--- config.mk ---
export PLATFORM = sky130hd
export DESIGN_NAME = deserial_mx
export DESIGN_NICKNAME = d
export VERILOG_FILES = /design/src/rtl/deserial_pkg.sv /design/src/rtl/sync_fifo.sv /design/src/rtl/deserial_mx.sv
export SDC_FILE = /design/constraint.sdc
export NUM_CORES = 1
export LEC_CHECK = 0
export CORE_MARGIN = 5
export CORE_UTILIZATION = 50
export CTS_BUF_LIST = sky130_fd_sc_hd__clkbuf_4 sky130_fd_sc_hd__clkbuf_8 sky130_fd_sc_hd__clkbuf_16
export CTS_CLUSTER_SIZE = 30
export DETAILED_ROUTE_END_ITERATION = 7
export PLACE_DENSITY = 0.7
export SLEW_MARGIN = 15
export SYNTH_ARGS = -nofsm -noshare
export SYNTH_HDL_FRONTEND = slang
export SYNTH_SLANG_ARGS = --single-unit
--- constraint.sdc ---
create_clock -name clk -period 9.7 [get_ports clk]
set_clock_uncertainty 0.05 [all_clocks]
set_input_delay 2.91 -clock clk [delete_from_list [all_inputs] [get_ports clk]]
set_output_delay 2.91 -clock clk [all_outputs]
set_load 0.02 [all_outputs]
--- src/rtl/deserial_pkg.sv ---
// Shared mode encodings and lane/beat helpers for the multi-lane deserialiser.
// Latency: n/a (types and pure functions only).
// Backpressure: n/a.
package deserial_pkg;

    typedef enum logic [1:0] {
        MODE_X1   = 2'd0,
        MODE_X2   = 2'd1,
        MODE_X4   = 2'd2,
        MODE_RSVD = 2'd3
    } mode_t;

    // Active lane count for a mode; the reserved code behaves as single lane,
    // and a mode wider than the physical lanes falls back to all physical lanes.
    function automatic int lanes(input logic [1:0] mode, input int max_lanes);
        int k;
        case (mode)
            MODE_X2: k = 2;
            MODE_X4: k = 4;
            default: k = 1;
        endcase
        if (k > max_lanes) begin
            k = max_lanes;
        end
        return k;
    endfunction

    // Beats needed to assemble one word in the given mode.
    function automatic int beats(input logic [1:0] mode, input int wsize, input int max_lanes);
        return wsize / lanes(mode, max_lanes);
    endfunction

endpackage

--- src/rtl/sync_fifo.sv ---
// Single-clock word FIFO with count-based full/empty and registered read port.
// Latency: push visible in count/empty next cycle; pop returns rd_data/rd_vld one cycle later.
// Backpressure: none; a push while full is refused unless a pop is accepted in the same cycle.
module sync_fifo #(
    parameter int WSIZE = 8,
    parameter int DEPTH = 4
) (
    input  logic                       clk,
    input  logic                       rst_n,
    input  logic                       clear,
    input  logic                       push,
    input  logic [WSIZE-1:0]           push_data,
    input  logic                       pop,
    output logic [WSIZE-1:0]           rd_data,
    output logic                       rd_vld,
    output logic [$clog2(DEPTH+1)-1:0] count,
    output logic                       full,
    output logic                       empty
);
    localparam int AW = $clog2(DEPTH);
    localparam int NW = $clog2(DEPTH+1);

    logic [WSIZE-1:0] mem [DEPTH];
    logic [AW-1:0]    wp_q;
    logic [AW-1:0]    rp_q;
    logic [NW-1:0]    cnt_q;
    logic             pop_ok;
    logic             push_ok;

    assign full    = (cnt_q == NW'(DEPTH));
    assign empty   = (cnt_q == '0);
    assign count   = cnt_q;
    assign pop_ok  = pop & ~empty & ~clear;
    // A pop in the same cycle frees the slot, so a full FIFO can still take the word.
    assign push_ok = push & ~clear & (~full | pop_ok);

    // Storage array; no reset needed since entries are only read after being written.
    always_ff @(posedge clk) begin
        if (push_ok) begin
            mem[wp_q] <= push_data;
        end
    end

    // Pointers, occupancy and the registered read port.
    always_ff @(posedge clk or negedge rst_n) begin
        if (!rst_n) begin
            wp_q    <= '0;
            rp_q    <= '0;
            cnt_q   <= '0;
            rd_vld  <= 1'b0;
            rd_data <= '0;
        end else if (clear) begin
            wp_q    <= '0;
            rp_q    <= '0;
            cnt_q   <= '0;
            rd_vld  <= 1'b0;
        end else begin
            rd_vld <= pop_ok;
            if (pop_ok) begin
                rd_data <= mem[rp_q];
                rp_q    <= rp_q + AW'(1);
            end
            if (push_ok) begin
                wp_q <= wp_q + AW'(1);
            end
            case ({push_ok, pop_ok})
                2'b10:   cnt_q <= cnt_q + NW'(1);
                2'b01:   cnt_q <= cnt_q - NW'(1);
                default: cnt_q <= cnt_q;
            endcase
        end
    end

endmodule

--- src/rtl/deserial_mx.sv ---
// Multi-lane (x1/x2/x4) serial-to-parallel converter feeding a word FIFO.
// Latency: completing beat -> word counted next cycle; rd_en -> rd_vld/rd_data next cycle.
// Backpressure: source is never stalled; a word completing into a full FIFO is dropped and sets sticky overflow.
module deserial_mx
    import deserial_pkg::*;
#(
    parameter int LANES     = 4,
    parameter int WSIZE     = 8,
    parameter int DEPTH     = 4,
    parameter bit MSB_FIRST = 1'b1
) (
    input  logic                       clk,
    input  logic                       rst_n,
    input  logic [1:0]                 mode,
    input  logic                       clear,
    input  logic                       wr_vld,
    input  logic [LANES-1:0]           wr_data,
    output logic                       wr_last,
    output logic                       wr_full,
    output logic                       overflow,
    input  logic                       rd_en,
    output logic                       rd_vld,
    output logic [WSIZE-1:0]           rd_data,
    output logic                       rd_empty,
    output logic [$clog2(DEPTH+1)-1:0] rd_count
);
    localparam int CW = $clog2(WSIZE);

    logic [1:0]       mode_q;
    logic [1:0]       mode_eff;
    logic [CW-1:0]    cnt_q;
    logic [CW-1:0]    last_idx;
    logic [2:0]       k;
    logic [3:0]       beat4;
    logic [WSIZE-1:0] beat_w;
    logic [WSIZE-1:0] sr_q;
    logic [WSIZE-1:0] sr_next;
    logic             push;
    logic             pop_acc;
    logic             drop;
    logic             overflow_q;

    // At a word boundary the live mode governs the first beat; mid-word the latched mode holds.
    assign mode_eff = (cnt_q == '0) ? mode : mode_q;
    assign k        = 3'(lanes(mode_eff, LANES));
    assign last_idx = CW'(beats(mode_eff, WSIZE, LANES) - 1);
    assign wr_last  = (cnt_q == last_idx);

    // Zero-extend the beat to four lanes and keep only the lanes active in this mode.
    always_comb begin
        beat4              = '0;
        beat4[LANES-1:0]   = wr_data;
        beat4              = beat4 & 4'((5'd1 << k) - 5'd1);
    end

    assign beat_w = WSIZE'(beat4);

    // Next shifter value: new beat enters at the LSB end (MSB-first) or the MSB end (LSB-first).
    always_comb begin
        if (MSB_FIRST) begin
            sr_next = (sr_q << k) | beat_w;
        end else begin
            sr_next = (sr_q >> k) | (beat_w << (WSIZE - int'(k)));
        end
    end

    assign push    = wr_vld & wr_last & ~clear;
    assign pop_acc = rd_en & ~rd_empty & ~clear;
    assign drop    = push & wr_full & ~pop_acc;

    // Mode latch, beat counter and shifter.
    always_ff @(posedge clk or negedge rst_n) begin
        if (!rst_n) begin
            mode_q <= MODE_X1;
            cnt_q  <= '0;
            sr_q   <= '0;
        end else if (clear) begin
            cnt_q  <= '0;
            sr_q   <= '0;
        end else begin
            if (cnt_q == '0) begin
                mode_q <= mode;
            end
            if (wr_vld) begin
                sr_q  <= sr_next;
                cnt_q <= wr_last ? '0 : cnt_q + CW'(1);
            end
        end
    end

    // Sticky drop flag; only clear or reset releases it.
    always_ff @(posedge clk or negedge rst_n) begin
        if (!rst_n) begin
            overflow_q <= 1'b0;
        end else if (clear) begin
            overflow_q <= 1'b0;
        end else if (drop) begin
            overflow_q <= 1'b1;
        end
    end

    assign overflow = overflow_q;

    sync_fifo #(
        .WSIZE (WSIZE),
        .DEPTH (DEPTH)
    ) u_fifo (
        .clk       (clk),
        .rst_n     (rst_n),
        .clear     (clear),
        .push      (push),
        .push_data (sr_next),
        .pop       (rd_en),
        .rd_data   (rd_data),
        .rd_vld    (rd_vld),
        .count     (rd_count),
        .full      (wr_full),
        .empty     (rd_empty)
    );

endmodule
### Word level (Yosys, flattened, before mapping)

Memory sizes are Yosys's and may differ from the RTL's. A register that Yosys moved wholly into a read port is not among the register bits.
Cells that the tools add are included.

| word-level totals | value |
|---|---|
| bits in writable memories | 32 |
| word-level logic and storage cells | 69 |
| register bits after elaboration | 22 |
| memories kept | 1 |

Memories:

| name | depth | width | read ports | clocked after Yosys merged registers in | wr ports | line | source |
|---|---|---|---|---|---|---|---|
| u_fifo.mem | 4 | 8 | 1 | 1 | 1 | sync_fifo.sv:23 | `logic [WSIZE-1:0] mem [DEPTH];` |

| cells by class | value |
|---|---|
| eq/ne operators | 6 |
| shifts and indexed selects | 2 |
| add/subtract/negate cells | 7 |
| reductions and logical operators | 9 |
| bitwise logic cells | 15 |
| magnitude comparators | 1 |
| mux-type cells | 19 |
| div/mod/pow operators | 1 |

Operators by type and width:

| kind | count |
|---|---|
| 5-bit by 32-bit divider with 32-bit output, first input constant | 1 |
| 32-bit by 4-bit greater-than comparator with 1-bit output, second input constant | 1 |
| 8-bit two-way mux | 2 |
| 3-bit two-way mux | 5 |
| 3-bit case mux with 2 select lines | 2 |
| 2-bit two-way mux | 5 |
| 1-bit bitwise AND | 8 |
| 8-bit by 4-bit bitwise OR with 8-bit output | 1 |
| 2-bit nonzero test | 4 |
| 8-bit by 3-bit << shifter with 8-bit output | 1 |
| 3-bit by 1-bit adder with 3-bit output, second input constant | 2 |
| 3-bit logical NOT | 2 |
| 1-bit two-way mux | 5 |
| 2-bit by 1-bit adder with 2-bit output, second input constant | 2 |
| 4-bit bitwise AND | 1 |
| 2-bit by 1-bit == test with 1-bit output, second input constant | 2 |
| 2-bit == test, second input constant | 2 |
| 1-bit NOT | 4 |
| 1-bit by 3-bit << shifter with 4-bit output, first input constant | 1 |
| 4-bit by 1-bit subtractor with 4-bit output, second input constant | 1 |
| 3-bit == test | 1 |
| 3-bit == test, second input constant | 1 |
| 3-bit nonzero test | 1 |
| 3-bit by 1-bit subtractor with 3-bit output, second input constant | 1 |
| 4 further kinds | 4 |

### Depth between registers and ports, before layout

Gate-level depths: netlist of the first run.

| depth | value |
|---|---|
| depth after elaboration | 16 |
| mapped depth | 18 |
| depth with buffers taken out | 18 |

### Hierarchy

A second synthesis of the first run with hierarchy kept.

| second synthesis, totals | value |
|---|---|
| cells, all modules | 243 |
| area, all modules | 3150.5 µm² |

Modules (own cells, without submodules):

| module | cells each | area each (µm²) | sequential area each (µm²) | instances |
|---|---|---|---|---|
| sync_fifo | 112 | 1970.6 | 1361.3 | 1 |
| deserial_mx | 131 | 1179.9 | 350.3 | 1 |

### Worst setup path after synthesis of the first run

Ideal clock, no wire load.

| timing path | value |
|---|---|
| path kind | input port to output port |
| from | input port mode[0] |
| to | output port wr_last |
| data required time | 6.740 ns |
| cell stages on the path | 10 |
| data arrival time | 4.856 ns |
| setup slack | 1.884 ns |
| path through | mux2_2 -> inv_1 -> ha_1 -> inv_1 -> ha_1 -> nor3_2 -> a31oi_1 -> a21oi_2 -> xnor2_2 -> nor2_1 |

| on the way | value |
|---|---|
| cells in the longest elaborated chain, start to end | 8 |
| elaborated cells between the ends (all ways) | 9 |
| classes of those cells | add/sub: 1; div: 1; order compare: 1; eq/ne: 3; mux: 3 |

RTL lines:

| what | line | source |
|---|---|---|
| from (decl) | deserial_mx.sv:14 | `input logic [1:0] mode,` |
| 2-bit two-way mux (*) | n/a |  |
| 2-bit == test / 2-bit by 1-bit == test with 1-bit output (equally long branches) | deserial_pkg.sv:17 | `case (mode)` |
| 3-bit case mux with 2 select lines (*) | deserial_pkg.sv:17 |  |
| 32-bit by 4-bit greater-than comparator with 1-bit output | deserial_pkg.sv:22 | `if (k > max_lanes) begin` |
| 3-bit two-way mux (*) | n/a |  |
| 5-bit by 32-bit divider with 32-bit output (*) | deserial_pkg.sv:30 | `return wsize / lanes(mode, max_lanes);` |
| 3-bit by 2-bit subtractor with 3-bit output (*) | deserial_mx.sv:46 | `assign last_idx = CW'(beats(mode_eff, WSIZE, LANES) - 1);` |
| 3-bit == test (*) | deserial_mx.sv:47 | `assign wr_last = (cnt_q == last_idx);` |
| to (decl) | deserial_mx.sv:18 | `output logic wr_last,` |

Every way passes the cells marked *; elsewhere a longest branch is shown, timed or not.

### Worst setup path after layout of the first run

| timing path | value |
|---|---|
| from | input port mode[0] |
| to | output port wr_last |

| on the way | value |
|---|---|
| cells in the longest elaborated chain, start to end | 8 |
| elaborated cells between the ends (all ways) | 9 |
| classes of those cells | add/sub: 1; div: 1; order compare: 1; eq/ne: 3; mux: 3 |

RTL lines:

| what | line | source |
|---|---|---|
| 2-bit two-way mux (*) | n/a |  |
| named net mode_eff[0] | deserial_mx.sv:30 | `logic [1:0] mode_eff;` |
| 2-bit == test / 2-bit by 1-bit == test with 1-bit output (equally long branches) | deserial_pkg.sv:17 |  |
| 3-bit case mux with 2 select lines (*) | deserial_pkg.sv:17 |  |
| 32-bit by 4-bit greater-than comparator with 1-bit output | deserial_pkg.sv:22 |  |
| 3-bit two-way mux (*) | n/a |  |
| 5-bit by 32-bit divider with 32-bit output (*) | deserial_pkg.sv:30 |  |
| 3-bit by 2-bit subtractor with 3-bit output (*) | deserial_mx.sv:46 |  |
| 3-bit == test (*) | deserial_mx.sv:47 |  |

The timed path passes the listed nets; every way through them passes the cells marked *.

==> impl_metrics.yaml, run 1 <==
grt:
  grt_overflow_total: 0
  first_global_vias: 1857
  grt_pass1_wl_mm: 8.838
  antenna_found_initial: 0
  grt_start_max_net_pins: 31
  total_track_usage_pct: 14.89
timing:
  hold_viol: 0
  slew-limit-headroom_pct: 49.22
  max_slew.worst_pin.slew_ps: 759.3
  unrepaired_setup_endpoints_after_global_routing: "no"
  final_max_slew_viol_count: 0
  max_clock_freq_mhz: 113.3
  final.setup.tns_ps: 0
  final_min_period_over_clock_period_pct: 90.98
  report.final.setup_viol: 0
  period_minus_slack_ps: 8825
clock_network:
  max-clock-path-buffers: 2
  clock_tree.htree_level_count: 3
  post-cts-setup-buffer-count: 0
  ctsHoldBuffers: 0
  number_of_instances_resized_during_post_cts_repair: 0
  cts_tree: "done"
  numCtsBuffers: 9
  clk_latency_ps: 330
  cts.sink_count: 62
  cts_root_buffer: "sky130_fd_sc_hd__clkbuf_8"
  clk_transition_reported_paths_ps: 60
drt:
  dr_wl_met2_mm: 2.542
  route.layer.met1.wl_mm: 2.426
  drt_iter0_markers: 65
  dr.max_layer_used: "met4"
  routed-wl-met3_um: 237
  number_of_nets_with_antenna_violations_after_routing: 0
  routed-via-count: 1876
  post-route-drc-count: 0
  drt-total-wl_mm: 5.281
  detail_route.wl_per_cell_um: 15.00
  route.detailed.vias_per_inst: 5.330
  firstDrtPassIters: 4
critical_path:
  timing_worst_setup_path_type: "primary input to output port"
  worst-path-max-fanout: 10
  highest_delay_cell_along_the_critical_path: "sky130_fd_sc_hd__clkdlybuf4s50_1"
  crit_buf_inv: 4
  critPathCaptureType: "output port"
  startpoint_type: "primary input"
  worstPathArrival_ps: 5860
  timing.critical_path.cells: "clkdlybuf4s50_1 > mux2_2 > inv_1 > ha_1 > inv_1 > ha_1 > nor3_2 > a31oi_1 > a21oi_2 > xnor2_2 > nor2_1 > clkdlybuf4s50_1"
  worstPathRequired_ps: 6740
  path_delay_family: "buffers and inverters"
  timing.critical_path.slowest_cell_delay_ps: 600
die:
  dieArea_mm2: 0.007943
  chipWidth_um: 89.13
  core_region_area_mm2: 0.005991
  chipHeight_um: 89.13
  initial_core_util_pct: 52.26
  design.portCount: 27
  floorplan.rows: 28
logic_synthesis:
  synthesis.instances: 244
  number_of_warning_messages_in_the_yosys_log: 0
  synth.avg_cell_area_um2: 12.83
  synth_enable_flop_cells: 32
  synthesis.area_mm2: 0.003131
  ys_seq_area_share_pct: 54.68
  ys_seq_elements: 62
  dominantRegCellSynth: "sky130_fd_sc_hd__edfxtp_1"
  postSynth.asyncResetShare_pct: 48.39
  synth_cell_types: 42
  synthesized_net_count: 270
job:
  drv.max_cap_violation_count: 0
placed_design:
  placed_wire_length_estimate_after_detailed_placement_mm: 3.649
  numPlacedInstances: 337
  gp_congestion: 0.7744
  portBuffers: 26
pwr:
  cellPowerDensity_mw_per_mm2: 246.7
  worst_ir_drop_vdd_uv: 116.6
  leakage_nw: 1.453
min_path:
  worstHoldPathType: "flip-flop to flip-flop"
finish:
  areaGrowthSynthToFinish_pct: 16.31
  num_antenna_cells: 0
  count_of_fill_cells_added_during_filler_insertion: 479
  design.final.nets: 299
  post_route_cells_drive_above_1_share_pct: 17.69
  fin_cells: 352
status:
  status: "finished, final reports clean"
kinds of logic (layout without fill, tap and decap cells):
kind of cell	count (synthesis)	in the layout	synth area share, %
fa+ha+maj	15	15	6.235
buf+inv	25	58	3.477
simple gates	65	65	10.71
compound gates	30	30	5.676
xor+xnor	5	5	1.639
mux	42	42	17.59
flops	62	62	54.68
state kept, by name, indices dropped and copies added, names as in the netlist:
signal / count
sr_q: 8
u_fifo.rd_data: 8
u_fifo.rd_vld: 1
u_fifo.count: 3
cnt_q: 3
u_fifo.wp_q: 2
overflow: 1
u_fifo.rp_q: 2
mode_q: 2
u_fifo.mem: 32
report_power, final:
part           switching, mW  internal, mW  total, mW
clock network         0.0914         0.132      0.224
logic                  0.167         0.153      0.319
registers             0.0303         0.325      0.355
cell usage after synthesis (2+ instances only):
cell type / count / area (um^2)
sky130_fd_sc_hd__edfxtp_1: 32 / 960.9
sky130_fd_sc_hd__nor2_1: 25 / 93.84
sky130_fd_sc_hd__clkbuf_1: 6 / 22.52
sky130_fd_sc_hd__buf_1: 2 / 7.510
sky130_fd_sc_hd__dfrtp_1: 30 / 750.7
sky130_fd_sc_hd__mux2_1: 2 / 22.52
sky130_fd_sc_hd__nand2b_1: 8 / 50.05
sky130_fd_sc_hd__or3_1: 2 / 12.51
sky130_fd_sc_hd__xnor2_1: 3 / 26.28
sky130_fd_sc_hd__buf_6: 2 / 22.52
sky130_fd_sc_hd__inv_1: 15 / 56.30
sky130_fd_sc_hd__ha_1: 14 / 175.2
sky130_fd_sc_hd__mux4_2: 8 / 180.2
sky130_fd_sc_hd__and2_1: 4 / 25.02
sky130_fd_sc_hd__o211ai_1: 3 / 22.52
sky130_fd_sc_hd__nand2_1: 14 / 52.55
sky130_fd_sc_hd__a21oi_1: 11 / 55.05
sky130_fd_sc_hd__mux2i_1: 15 / 150.1
sky130_fd_sc_hd__nor3_1: 3 / 15.01
sky130_fd_sc_hd__mux2_2: 15 / 168.9
sky130_fd_sc_hd__o21ai_0: 9 / 45.04
metrics by stage:
| step | util, % | hold WS, ps | setup WS [ps] | instance area [um^2] | power (mW) |
|---|---|---|---|---|---|
| global placement | 57.54 | 438.3 | 915.8 | 3447 | 0.6774 |
| global route | 60.78 | 477.8 | 614.1 | 3641 | 0.9551 |
| finish | 60.78 | 454.2 | 875.2 | 3641 | 0.8983 |
| CTS | 60.78 | 458.4 | 852.3 | 3641 | 0.9107 |
| detailed placement | 57.54 | 444.0 | 862.1 | 3447 | 0.6847 |
| floorplan | - | 423.7 | 1884 | 3131 | 0.5872 |
worst paths after layout:
check | from | end | slack (ps) | depth (start not counted)
max | mode[0] | wr_last | 880 | 12
min | mode_q[1] | mode_q[1] | 450 | 1
max reg2reg | cnt_q[0] | u_fifo.count[2] | 5320 | 18
min reg2reg | mode_q[1] | mode_q[1] | 450 | 1
max in group asynchronous | rst_n | u_fifo.wp_q[1] | 6360 | 2
min in group asynchronous | rst_n | u_fifo.rd_data[0] | 2930 | 2
routing by layer:
metal | GRT usage (%) | vias to the layer above
met5 | 0 | -
met4 | 6.901 | 0
met3 | 3.410 | 8
met2 | 23.78 | 40
met1 | 19.32 | 914
li1 | - | 914
layout by cell type, fill, tap and decap left out, types with 2 or more instances in the layout:
cell	instances
sky130_fd_sc_hd__ha_1	14
sky130_fd_sc_hd__and2_1	4
sky130_fd_sc_hd__nand2b_1	8
sky130_fd_sc_hd__clkbuf_8	10
sky130_fd_sc_hd__nor2_1	25
sky130_fd_sc_hd__or3_1	2
sky130_fd_sc_hd__nand2_1	14
sky130_fd_sc_hd__clkbuf_4	3
sky130_fd_sc_hd__buf_4	2
sky130_fd_sc_hd__mux2i_1	15
sky130_fd_sc_hd__nor3_1	3
sky130_fd_sc_hd__edfxtp_1	32
sky130_fd_sc_hd__a21oi_1	11
sky130_fd_sc_hd__xnor2_1	3
sky130_fd_sc_hd__mux2_2	15
sky130_fd_sc_hd__inv_1	15
sky130_fd_sc_hd__dfrtp_1	30
sky130_fd_sc_hd__o21ai_0	9
sky130_fd_sc_hd__mux4_2	8
sky130_fd_sc_hd__clkdlybuf4s50_1	26
sky130_fd_sc_hd__o211ai_1	3
sky130_fd_sc_hd__mux2_1	2
area by class of cell:
| class | count | area (um^2) | area share [%] |
|---|---|---|---|
| clock buffer | 13 | 160.2 | 4.399 |
| clock inverter | 2 | 33.78 | 0.9278 |
| timing repair buffer | 28 | 275.3 | 7.560 |
| multi-input combinational | 157 | 1310 | 35.98 |
| inverter | 15 | 56.30 | 1.546 |
| sequential | 62 | 1712 | 47.01 |
| tap | 75 | 93.84 | 2.577 |
(Power assumes the default switching activity.)
==> run 2, diff against run 1 <==
CTS_BUF_LIST = not set   (was sky130_fd_sc_hd__clkbuf_4 sky130_fd_sc_hd__clkbuf_8 sky130_fd_sc_hd__clkbuf_16)
GPL_TIMING_DRIVEN = 0   (was not set)
clock period = 9.1 ns   (was 9.7 ns; I/O delays follow)
==> run 2 against run 1 <==
Register-to-register slack got worse by 650 ps. Global-route usage grew 0.30 points. Combinational power up 12%. Sequential power is 4% higher. Critical endpoint unchanged. Final cell count is 2.0% higher. Largest power group unchanged. Clock power grew 3%. Die area unchanged. Clock-buffer cell count decreased by 4. Critical path depth did not move. Total power is 6.5% higher.
==> impl_metrics.yaml, run 2 (synthesis gave the netlist of run 1 again) <==
pwr:
  leakage_nw: 1.452
  design_power_total_mw: 0.9566
  worst_ir_drop_vdd_uv: 152.7
  cellPowerDensity_mw_per_mm2: 262.2
grt:
  grt_start_max_net_pins: 31
  grt_pass1_wl_mm: 8.907
  total_track_usage_pct: 15.19
  first_global_vias: 1873
  antenna_found_initial: 0
  grt_overflow_total: 0
finish:
  most-common-layout-cells: "sky130_fd_sc_hd__edfxtp_1, sky130_fd_sc_hd__dfrtp_1, sky130_fd_sc_hd__nor2_1"
  largest-register: "u_fifo.mem"
  largest_register_ff_count: 32
  layout_commonest_cell: "sky130_fd_sc_hd__edfxtp_1"
  design.final.nets: 305
  num_antenna_cells: 0
  areaGrowthSynthToFinish_pct: 16.55
  post_route_cells_drive_above_1_share_pct: 17.96
  fin_cells: 359
  biggestRegsByFlops: "u_fifo.mem (32), sr_q (8), u_fifo.rd_data (8)"
  layout.cell_area.non_filler_mm2: 0.003649
  finalCoreUtilization_pct: 60.90
clock_network:
  number_of_instances_resized_during_post_cts_repair: 0
  ctsHoldBuffers: 0
  post-cts-setup-buffer-count: 0
  clk_latency_ps: 330
  cts_root_buffer: "sky130_fd_sc_hd__clkbuf_8"
  numCtsBuffers: 9
  cts_tree: "done"
  max-clock-path-buffers: 2
  clock_tree.htree_level_count: 3
  cts.sink_count: 62
  clk_transition_reported_paths_ps: 70
drt:
  detail_route.wl_per_cell_um: 14.86
  routed-wl-met3_um: 191
  dr.max_layer_used: "met4"
  drt-total-wl_mm: 5.333
  post-route-drc-count: 0
  routed-via-count: 1853
  route.layer.met1.wl_mm: 2.552
  dr_wl_met2_mm: 2.513
  firstDrtPassIters: 4
  route.detailed.vias_per_inst: 5.162
  drt_iter0_markers: 78
  number_of_nets_with_antenna_violations_after_routing: 0
timing:
  unrepaired_setup_endpoints_after_global_routing: "no"
  final.setup.tns_ps: 0
  max_clock_freq_mhz: 117.1
  slew-limit-headroom_pct: 51.49
  max_slew.worst_pin.slew_ps: 727.6
  hold_viol: 0
  finalWorstSetupSlack_ps: 556.6
  report.final.setup_viol: 0
  final_max_slew_viol_count: 0
  hold_slack_ps: 455.0
  final_min_period_over_clock_period_pct: 93.88
  period_minus_slack_ps: 8543
critical_path:
  path_delay_family: "buffers and inverters"
  reg2reg_slack_ps: 4670
  worstPathArrival_ps: 5760
  ff2ff_path_depth: 18
  critPathCaptureType: "output port"
  timing.critical_path.cells: "clkdlybuf4s50_1 > mux2_2 > inv_1 > ha_1 > inv_1 > ha_1 > nor3_2 > a31oi_1 > a21oi_2 > xnor2_2 > nor2_1 > clkdlybuf4s50_1"
  cp-startpoint: "mode[0]"
  worst-path-max-fanout: 10
  highest_delay_cell_along_the_critical_path: "sky130_fd_sc_hd__clkdlybuf4s50_1"
  timing_worst_setup_path_type: "primary input to output port"
  regToRegStartpoint: "cnt_q[0]"
  setup.worst_path.end: "wr_last"
  timing.critical_path.slowest_cell_delay_ps: 610
  crit_buf_inv: 4
  startpoint_type: "primary input"
  critical_path.reg2reg.endpoint: "u_fifo.count[2]"
  critical_path_depth: 12
  worstPathRequired_ps: 6320
placed_design:
  numPlacedInstances: 343
  placed_wire_length_estimate_after_detailed_placement_mm: 3.725
  dp_slack_ps: 536.4
  gp_congestion: 0.7768
  portBuffers: 24
  placed_area_mm2: 0.003460
min_path:
  worstHoldPathType: "flip-flop to flip-flop"
status:
  status: "finished, final reports clean"
die:
  dieArea_mm2: 0.007943
  design.portCount: 27
  initial_core_util_pct: 52.26
  core_region_area_mm2: 0.005991
  chipWidth_um: 89.13
  floorplan.rows: 28
  chipHeight_um: 89.13
job:
  drv.max_cap_violation_count: 0
## run 2: area by class of cell
class,instances,area (um^2)
Timing Repair Buffer,24,235.2
Multi-Input combinational cell,157,1310
Buffer,10,52.55
Fill cell,468,2342
Clock buffer,9,123.9
Sequential cell,62,1712
Clock inverter,7,65.06
Inverter,15,56.30
Tap cell,75,93.84
## run 2: per-layer routing
layer / up-vias / global-route usage, %
met5: - / 0
met4: 0 / 7.307
met3: 6 / 2.949
met1: 888 / 19.89
li1: 930 / -
met2: 29 / 24.31
## run 2: worst min-delay path by stage
stage                      start  slack, ps  depth (start not counted)           endpoint
6_report               mode_q[0]        450                          1          mode_q[0]
4_1_cts                mode_q[0]        460                          1          mode_q[0]
2_1_floorplan          mode_q[0]        420                          1          mode_q[0]
3_3_place_gp           mode_q[0]        430                          1          mode_q[0]
3_5_place_dp           mode_q[0]        440                          1          mode_q[0]
5_1_grt        u_fifo.rd_data[5]        480                          1  u_fifo.rd_data[5]
## run 2: power breakdown
part | leakage [nW] | internal, mW | switching (mW)
combinational | 0.667 | 0.167 | 0.190
clock | 0.0964 | 0.124 | 0.106
sequential | 0.689 | 0.346 | 0.0229
total | 1.45 | 0.638 | 0.319
==> run 3, diff against run 2 <==
--- a/config.mk
+++ b/config.mk
@@ -7,2 +7,3 @@
 export LEC_CHECK = 0
+export CORE_ASPECT_RATIO = 0.7
 export CORE_MARGIN = 5
--- a/constraint.sdc
+++ b/constraint.sdc
@@ -4,2 +4,2 @@
 set_output_delay 2.73 -clock clk [all_outputs]
-set_load 0.02 [all_outputs]
+set_load 0.01 [all_outputs]
==> run 3 against run 2 <==
Clock-buffer cell count up 1. Critical path depth unchanged. Total power up 0.81%. Die area up 0.32%. Final cell count up 0.84%. Critical path type unchanged. Largest cell class unchanged.
==> impl_metrics.yaml, run 3 (synthesis gave the netlist of run 1 again) <==
status:
  status: "finished, final reports clean"
pwr:
  power_frac_seq_pct: 38.2
  netSwitchingPower_mw: 0.2973
  comb_power_share_pct: 34.9
  p_sw_share_pct: 30.83
  power_report.internal_total_mw: 0.6671
  worst_ir_drop_vdd_uv: 160.5
  leakage_nw: 1.462
  cellPowerDensity_mw_per_mm2: 262.3
  pwr-share-clk_pct: 26.9
clock_network:
  numCtsBuffers: 9
  number_of_instances_resized_during_post_cts_repair: 0
  clk_transition_reported_paths_ps: 70
  clock_tree.htree_level_count: 3
  post-cts-setup-buffer-count: 0
  max-clock-path-buffers: 2
  cts_root_buffer: "sky130_fd_sc_hd__clkbuf_8"
  cts.sink_count: 62
  ctsHoldBuffers: 0
  cts_tree: "done"
  clk_latency_ps: 340
grt:
  grt_overflow_total: 0
  grt_pass1_wl_mm: 9.266
  antenna_found_initial: 0
  total_track_usage_pct: 14.82
  grt_start_max_net_pins: 31
  first_global_vias: 1859
timing:
  unrepaired_setup_endpoints_after_global_routing: "no"
  slew-limit-headroom_pct: 52.30
  final_max_slew_viol_count: 0
  finalWorstSetupSlack_ps: 576.4
  max_clock_freq_mhz: 117.3
  final_min_period_over_clock_period_pct: 93.67
  hold_viol: 0
  max_slew.worst_pin.slew_ps: 715.4
  final.setup.tns_ps: 0
  report.final.setup_viol: 0
  period_minus_slack_ps: 8524
finish:
  design.final.nets: 305
  largest-register: "u_fifo.mem"
  areaGrowthSynthToFinish_pct: 17.47
  largest_register_ff_count: 32
  num_antenna_cells: 0
  fin_cells: 362
  biggestRegsByFlops: "u_fifo.mem (32), sr_q (8), u_fifo.rd_data (8)"
  count_of_fill_cells_added_during_filler_insertion: 497
  post_route_cells_drive_above_1_share_pct: 17.96
  layout_commonest_cell: "sky130_fd_sc_hd__edfxtp_1"
  most-common-layout-cells: "sky130_fd_sc_hd__edfxtp_1, sky130_fd_sc_hd__dfrtp_1, sky130_fd_sc_hd__nor2_1"
  layout.cell_area.non_filler_mm2: 0.003677
drt:
  firstDrtPassIters: 4
  number_of_nets_with_antenna_violations_after_routing: 0
  drt_iter0_markers: 92
  post-route-drc-count: 0
  drt-total-wl_mm: 5.328
  route.detailed.vias_per_inst: 5.141
  routed-via-count: 1861
  detail_route.wl_per_cell_um: 14.72
placed_design:
  placed_wire_length_estimate_after_detailed_placement_mm: 3.767
  dp_slack_ps: 591.1
  placed_area_mm2: 0.003463
  numPlacedInstances: 346
  gp_congestion: 0.7932
  portBuffers: 24
die:
  chipHeight_um: 76.20
  dieArea_mm2: 0.007969
  initial_core_util_pct: 50.85
  floorplan.rows: 24
  design.portCount: 27
  core_region_area_mm2: 0.006156
  chipWidth_um: 104.6
critical_path:
  timing.critical_path.slowest_cell_delay_ps: 540
  timing_worst_setup_path_type: "primary input to output port"
  startpoint_type: "primary input"
  worstPathRequired_ps: 6320
  highest_delay_cell_along_the_critical_path: "sky130_fd_sc_hd__clkdlybuf4s50_1"
  critPathCaptureType: "output port"
  worstPathArrival_ps: 5740
  timing.critical_path.cells: "clkdlybuf4s50_1 > mux2_2 > inv_1 > ha_1 > inv_1 > ha_1 > nor3_2 > a31oi_1 > a21oi_2 > xnor2_2 > nor2_1 > clkdlybuf4s50_1"
  worst-path-max-fanout: 10
min_path:
  worstHoldPathType: "flip-flop to flip-flop"
job:
  drv.max_cap_violation_count: 0
run 3: cell types whose count changed in the layout (fill, tap and decap cells not counted):
cell,change
sky130_fd_sc_hd__clkinv_1,-1
sky130_fd_sc_hd__bufinv_16,+1
sky130_fd_sc_hd__clkbuf_1,+1
sky130_fd_sc_hd__clkinv_2,-1
run 3: area by class of cell:
class / instances / area [um^2] / share of cell area [%]
timing repair buffer: 24 / 235.2 / 6.397
sequential: 62 / 1712 / 46.55
inverter: 15 / 56.30 / 1.531
clock inverter: 6 / 86.33 / 2.348
clock buffer: 10 / 127.6 / 3.471
buffer: 10 / 52.55 / 1.429
tap: 78 / 97.59 / 2.654
multi-input combinational: 157 / 1310 / 35.62
run 3: critical path, delay by kind of cell:
| family | cells | cell delay [ps] |
|---|---|---|
| buffers and inverters | 4 | 1230 |
| AND/OR/NAND/NOR | 2 | 280 |
| multiplexers | 1 | 300 |
| adder cells (fa/ha/maj) | 2 | 620 |
| AO/OA/AOI/OAI | 2 | 400 |
| XOR/XNOR | 1 | 170 |
run 3: routing by layer:
layer	share of wire [%]	vias to the layer above	track usage (%)
met1	50	887	20.93
met3	6.2	8	5.673
met4	1.2	0	5.492
li1	-	931	-
met5	0	-	0
met2	43	35	20.73
run 3: path summary, 6_finish.rpt:
path / startpoint / endpoint / slack [ps] / depth (start not counted)
worst min-delay path: u_fifo.rd_data[7] / u_fifo.rd_data[7] / 450 / 1
worst max-delay path: mode[0] / wr_last / 580 / 12
max in group asynchronous: rst_n / sr_q[6] / 6150 / 1
worst max register to register: cnt_q[0] / u_fifo.count[2] / 4600 / 18
worst min register to register: u_fifo.rd_data[7] / u_fifo.rd_data[7] / 450 / 1
min in group asynchronous: rst_n / u_fifo.rd_data[2] / 2390 / 1
run 3: stage by stage:
stage | utilization (%) | power, mW | hold WS [ps]
4_1_cts | 59.74 | 0.9738 | 458.4
3_5_place_dp | 56.26 | 0.7142 | 442.2
2_1_floorplan | - | 0.6041 | 423.7
6_report | 59.74 | 0.9644 | 454.5
5_1_grt | 59.74 | 1.030 | 472.4
3_3_place_gp | 56.34 | 0.7085 | 430.7
run 3: power by group through the flow:
stage	Clock, mW	Combinational [mW]	Sequential [mW]
after floorplan	0	0.222	0.382
after CTS	0.264	0.341	0.369
final	0.260	0.336	0.368
after global placement	0	0.335	0.374
after global routing	0.281	0.375	0.374
after detailed placement	0	0.339	0.375
